File: src/rtl/cut_stimulus_sequencer.sv
// Clocked stimulus sweep for the evolved-circuit CUT array.
// Drives {sel, pattern}, samples the muxed response, packs a signature.
module cut_stimulus_sequencer #(
  parameter int         SETTLE_CYCLES = 8,
  parameter logic [4:0] LFSR_SEED     = 5'b00001
) (
  input  logic        CLOCK_50,
  input  logic        RESET,
  input  logic        START,
  input  logic        MODE,
  input  logic [4:0]  CIRCUIT_SEL,
  input  logic [5:0]  NUM_STEPS,
  input  logic        CUT_OUT,
  output logic [9:0]  STIM,
  output logic        BUSY,
  output logic        DONE,
  output logic [31:0] SIGNATURE,
  output logic [5:0]  ONES
);

  localparam logic [7:0] WRELOAD = 8'(SETTLE_CYCLES - 1);

  typedef enum logic [1:0] {
    IDLE   = 2'd0,
    SETTLE = 2'd1,
    FINISH = 2'd2
  } state_t;

  state_t      state;
  state_t      state_nxt;

  logic [4:0]  sel;
  logic [5:0]  nsteps;
  logic        mode;
  logic [4:0]  pat;
  logic [4:0]  step;
  logic [7:0]  wcnt;
  logic [31:0] sig;
  logic [5:0]  ones;
  logic        sync1;
  logic        cut_s;

  logic        start_ok;
  logic        sample;
  logic        last;
  logic [4:0]  pat_adv;
  logic [4:0]  pat0;
  logic [5:0]  nsteps_in;

  assign start_ok = (state == IDLE) && START;
  assign sample   = (state == SETTLE) && (wcnt == 8'd0);
  assign last     = sample && ({1'b0, step} == (nsteps - 6'd1));

  // next pattern: binary count or 5-bit maximal-length LFSR
  assign pat_adv  = mode ? {pat[3:0], pat[4] ^ pat[2]}
                         : pat + 5'd1;
  assign pat0     = MODE ? LFSR_SEED : 5'd0;

  // zero (and any out-of-range count) selects the full 32-step sweep
  assign nsteps_in = ((NUM_STEPS == 6'd0) || (NUM_STEPS > 6'd32))
                   ? 6'd32 : NUM_STEPS;

  // state register
  always_ff @(posedge CLOCK_50) begin
    if (RESET) begin
      state <= IDLE;
    end else begin
      state <= state_nxt;
    end
  end

  // next-state logic
  always_comb begin
    state_nxt = state;
    unique case (state)
      IDLE:    if (START) state_nxt = SETTLE;
      SETTLE:  if (last)  state_nxt = FINISH;
      FINISH:  state_nxt = IDLE;
      default: state_nxt = IDLE;
    endcase
  end

  // status outputs decoded from state
  always_comb begin
    BUSY = 1'b0;
    DONE = 1'b0;
    unique case (state)
      SETTLE:  BUSY = 1'b1;
      FINISH:  DONE = 1'b1;
      default: ;
    endcase
  end

  // two-flop synchroniser for the asynchronous CUT response
  always_ff @(posedge CLOCK_50) begin
    if (RESET) begin
      sync1 <= 1'b0;
      cut_s <= 1'b0;
    end else begin
      sync1 <= CUT_OUT;
      cut_s <= sync1;
    end
  end

  // run datapath: launch, settle countdown, sample and advance
  always_ff @(posedge CLOCK_50) begin
    if (RESET) begin
      sel    <= 5'd0;
      nsteps <= 6'd32;
      mode   <= 1'b0;
      pat    <= 5'd0;
      step   <= 5'd0;
      wcnt   <= 8'd0;
      sig    <= 32'd0;
      ones   <= 6'd0;
    end else if (start_ok) begin
      sel    <= CIRCUIT_SEL;
      nsteps <= nsteps_in;
      mode   <= MODE;
      pat    <= pat0;
      step   <= 5'd0;
      wcnt   <= WRELOAD;
      sig    <= 32'd0;
      ones   <= 6'd0;
    end else if (state == SETTLE) begin
      if (!sample) begin
        wcnt <= wcnt - 8'd1;
      end else begin
        sig  <= {sig[30:0], cut_s};
        ones <= ones + {5'd0, cut_s};
        if (!last) begin
          pat  <= pat_adv;
          step <= step + 5'd1;
          wcnt <= WRELOAD;
        end
      end
    end
  end

  assign STIM      = {sel, pat};
  assign SIGNATURE = sig;
  assign ONES      = ones;

endmodule

File: config.mk
export PLATFORM = sky130hd
export DESIGN_NAME = cut_stimulus_sequencer
export DESIGN_NICKNAME = d
export VERILOG_FILES = /design/src/rtl/cut_stimulus_sequencer.sv
export SDC_FILE = /design/constraint.sdc
export NUM_CORES = 1
export LEC_CHECK = 0
export BUFFER_PORTS_ARGS = -buffer_cell sky130_fd_sc_hd__buf_4
export CORE_MARGIN = 5
export CORE_UTILIZATION = 45
export CTS_CLUSTER_DIAMETER = 50
export CTS_CLUSTER_SIZE = 16
export DETAILED_ROUTE_END_ITERATION = 7
export PLACE_DENSITY = 0.68
export REMOVE_ABC_BUFFERS = 1
export SYNTH_ARGS = -nofsm -noshare
export SYNTH_HDL_FRONTEND = slang
export SYNTH_SLANG_ARGS = --single-unit
File: constraint.sdc
create_clock -name CLOCK_50 -period 4.5 [get_ports CLOCK_50]
set_input_delay 0.225 -clock CLOCK_50 [delete_from_list [all_inputs] [get_ports CLOCK_50]]
set_output_delay 0.225 -clock CLOCK_50 [all_outputs]
set_load 0.01 [all_outputs]
==> run summary <==
The count of mapped cells out of synthesis was 389; the transition time at the pin with the least slew margin was 943.0 ps. The count of endpoints failing hold in the final timing report is 0, and the number of flops mapped to enable cells by yosys is 0. The total global routing track utilization is 0.1701, and the effective utilization at floorplan is 0.4661. The die height came out at 94.12 um. During I/O placement, the number of pins put on the boundary was 66. The post-detailed-placement half-perimeter wirelength is 4952 um, and the number of flip-flops and latches in the synthesized netlist is 72.

The tools report the residual overflow from global routing as 0. The run gives 4740 ps as the required arrival time at the worst endpoint. Clock-pin slew was measured on the worst setup and hold paths at 80 ps. Initial antenna violation count: 0. Clock tree root buffer cell: sky130_fd_sc_hd__clkbuf_8.

For this run, the number of Yosys warnings is 0. The synthesis-to-layout area growth is 23.54%, and the number of antenna repair diodes is 0. The final worst-path cycle share was 0.6086; the hold buffer count at CTS was 0. The number of global-route vias before repair came out at 2,512. The endpoint class of the critical path is a register. Adding up every negative setup slack in the final design gives 0 ps. The run gives 1625 um2 as the area of the multi-input gates. The number of rows in the core area was 30.

The nature of the critical path startpoint was a register. Walking the worst path, the cells encountered are or4_4 -> o21a_1 -> nor4_2 -> a21oi_1 -> o211a_1. Setup repair after global routing left no endpoint under its margin. A synthesized cell averages 8.186 um2. The logs give 0 for the number of max-slew violations in the final report and 11.05 ps for the post-route clock skew.

Dominant delay contributor by cell family on the critical path: simple AND/OR/NAND/NOR gates. The buffer depth of the longest clock path was 2. In this run the worst hold path is classified as input port to register.

The largest individual stage delay along the critical path comes from the cell sky130_fd_sc_hd__nor4_2. Clock tree synthesis inserted a total of 9 buffers. The mean routed wirelength per cell was 13.34 um; the total iterations of the first detailed-routing run was 4. For this run, the leading register cell type out of synthesis is sky130_fd_sc_hd__dfxtp_1.

The share of synthesized area occupied by flip-flops and latches was 0.4527. The worst path in the final design needs a cycle of 2739 ps, including I/O delays and setup. Clock latency on the worst-skew pair, taken at its later pin, is 350 ps. The tools report the final weighted congestion in routability-driven placement as 0.8204. Based on the critical path, the design can be clocked at up to 0.3651 GHz.

The pin count of the biggest net entering global routing was 46. Data on the critical path arrives at its endpoint at 2980 ps. Netlist area before placement: 3184 um2.

Once detail routing completed, the nets flagged for antenna violations numbered 0. For the relative slew slack, the log shows 0.3661. TritonCTS built the clock tree.

The final critical-path setup slack came out at 1761 ps. After floorplanning, the core was sized to cover 6832 um2. The number of different library cells used by synthesis comes to 51. The run finished with clean final reports. The die covers 8859 um2. The maximum cell stage delay along the critical path was 790 ps; the area used by sequential logic in the layout was 1441 um2. For the leakage dissipation, the log shows 1.512 nW. Clock tree synthesis found a total of 72 sinks.

Counting the fill cells in the layout gives 645. The worst setup path is of the register to register kind. The share of synthesized flip-flops with an asynchronous set or reset works out to 0. For the starting DRC count in detailed routing, the log shows 211. The total number of nets in the final design was 466; the biggest fanout along the worst timing path was 11. The clock tree synthesis step divided the H-tree into 3 levels. The final layout contains routed wiring with a total length of 7256 um. The number of design rule violations left after detail routing is 0. Power spread over the standard cell area amounts to 352.3 nW/um2.

The die outline width came out at 94.12 um. The maximum VDD drop came out at 0.0001916 V. Post-CTS timing repair inserted 0 buffers for setup.

Using the TritonRoute via totals, the vias-per-cell ratio works out to 5.344. The final route contains 2,907 vias. The count of maximum capacitance violations is 0, and the buffers plus inverters on the worst setup path is 0.

Setup violations remaining at the end of the flow were counted as 0. Buffers placed on the I/O ports in this run total 65. The first-pass GRT wire length is 12,030 um, and the ratio of cells with drive above 1 in the final layout is 0.2076. For the number of gates resized after cts, the log shows 0.

Prior to clock tree synthesis, the placed netlist has a worst setup slack of 1757 ps.
per-stage QoR:
stage,hold WS [ps],utilization,power (mW),instance area (um2),cells
final,90.79,0.5758,1.386,3934,544
after global routing,109.2,0.5758,1.449,3934,544
after CTS,77.11,0.5758,1.400,3934,544
after detailed placement,429.0,0.5434,0.8344,3712,528
after global placement,424.9,0.5434,0.8307,3712,528
after floorplan,294.1,-,0.7774,3078,365
flip-flops by register name, summed over array words and instances, names as in the netlist:
signal,count
ONES,6
wcnt,8
step,5
SIGNATURE,32
pat,5
sel,5
state,2
nsteps,6
sync1,1
mode,1
cut_s,1
kinds of logic (layout without fill, tap and decap cells):
group	Yosys count	after routing	share of synthesized area
buffers and inverters	30	89	0.04047
adders and majority gates	7	7	0.02750
AOI/OAI and AO/OA	95	95	0.1874
xor gates and xnor gates	11	11	0.03026
muxes	5	5	0.01572
DFF	72	72	0.4527
and+or+nand+nor	169	169	0.2460
power by group:
group | internal [mW] | switching, mW | total [mW]
Clock | 0.315 | 0.251 | 0.567
Combinational | 0.0546 | 0.0960 | 0.151
Sequential | 0.652 | 0.0164 | 0.669
worst paths after layout:
| kind | endpoint | slack, ps | depth (start not counted) | startpoint |
|---|---|---|---|---|
| min | sync1$_SDFF_PP0_ | 90 | 2 | CUT_OUT |
| max | pat[1]$_SDFFE_PP0P_ | 1760 | 5 | nsteps[0]$_SDFFE_PP0P_ |
| min reg2reg | cut_s$_SDFF_PP0_ | 430 | 1 | sync1$_SDFF_PP0_ |
| max reg2reg | pat[1]$_SDFFE_PP0P_ | 1760 | 5 | nsteps[0]$_SDFFE_PP0P_ |
synthesized netlist by cell type, drive strengths merged, types with 3 or more instances:
master    n  area share
a2111o    3       0.011
a21oi    56       0.088
buf       9       0.016
clkbuf   15       0.018
dfxtp    72        0.45
ha        7       0.028
inv       6      0.0071
mux2i     5       0.016
nand2   105        0.12
nand3     3      0.0047
nand3b    8       0.019
nand4     5      0.0098
nor2     18       0.021
nor2b     3      0.0059
nor3      9       0.016
nor4      3      0.0079
o21ai    11       0.017
o41ai     3      0.0083
or4       4       0.012
xnor2     3      0.0083
xor2      8       0.022
cells in the final DEF (no fill, tap or decap), drive strengths merged, types with 3 or more instances in the layout:
cell type / count
a2111o: 3
a21oi: 56
buf: 67
clkbuf: 10
clkinv: 3
dfxtp: 72
ha: 7
inv: 6
mux2i: 5
nand2: 105
nand3: 3
nand3b: 8
nand4: 5
nor2: 18
nor2b: 3
nor3: 9
nor4: 3
o21ai: 11
o41ai: 3
or4: 4
xnor2: 3
xor2: 8
area by class of cell:
type / instances / area share
multi-input cells: 287 / 0.4132
repair buffers: 67 / 0.1279
clock buffers: 10 / 0.03244
flip-flops and latches: 72 / 0.3664
well taps: 96 / 0.03053
inverters: 6 / 0.005725
clock inverters: 6 / 0.02385
routing by layer:
metal	global-route usage	part of all wire	wire length [um]	vias to the layer above
li1	-	-	-	1455
met1	0.2388	0.50	3595	1354
met2	0.2442	0.43	3105	91
met3	0.05689	0.069	502	7
met4	0.05415	0.0073	53	0
met5	0	0	0	-
(Power assumes the default switching activity.)
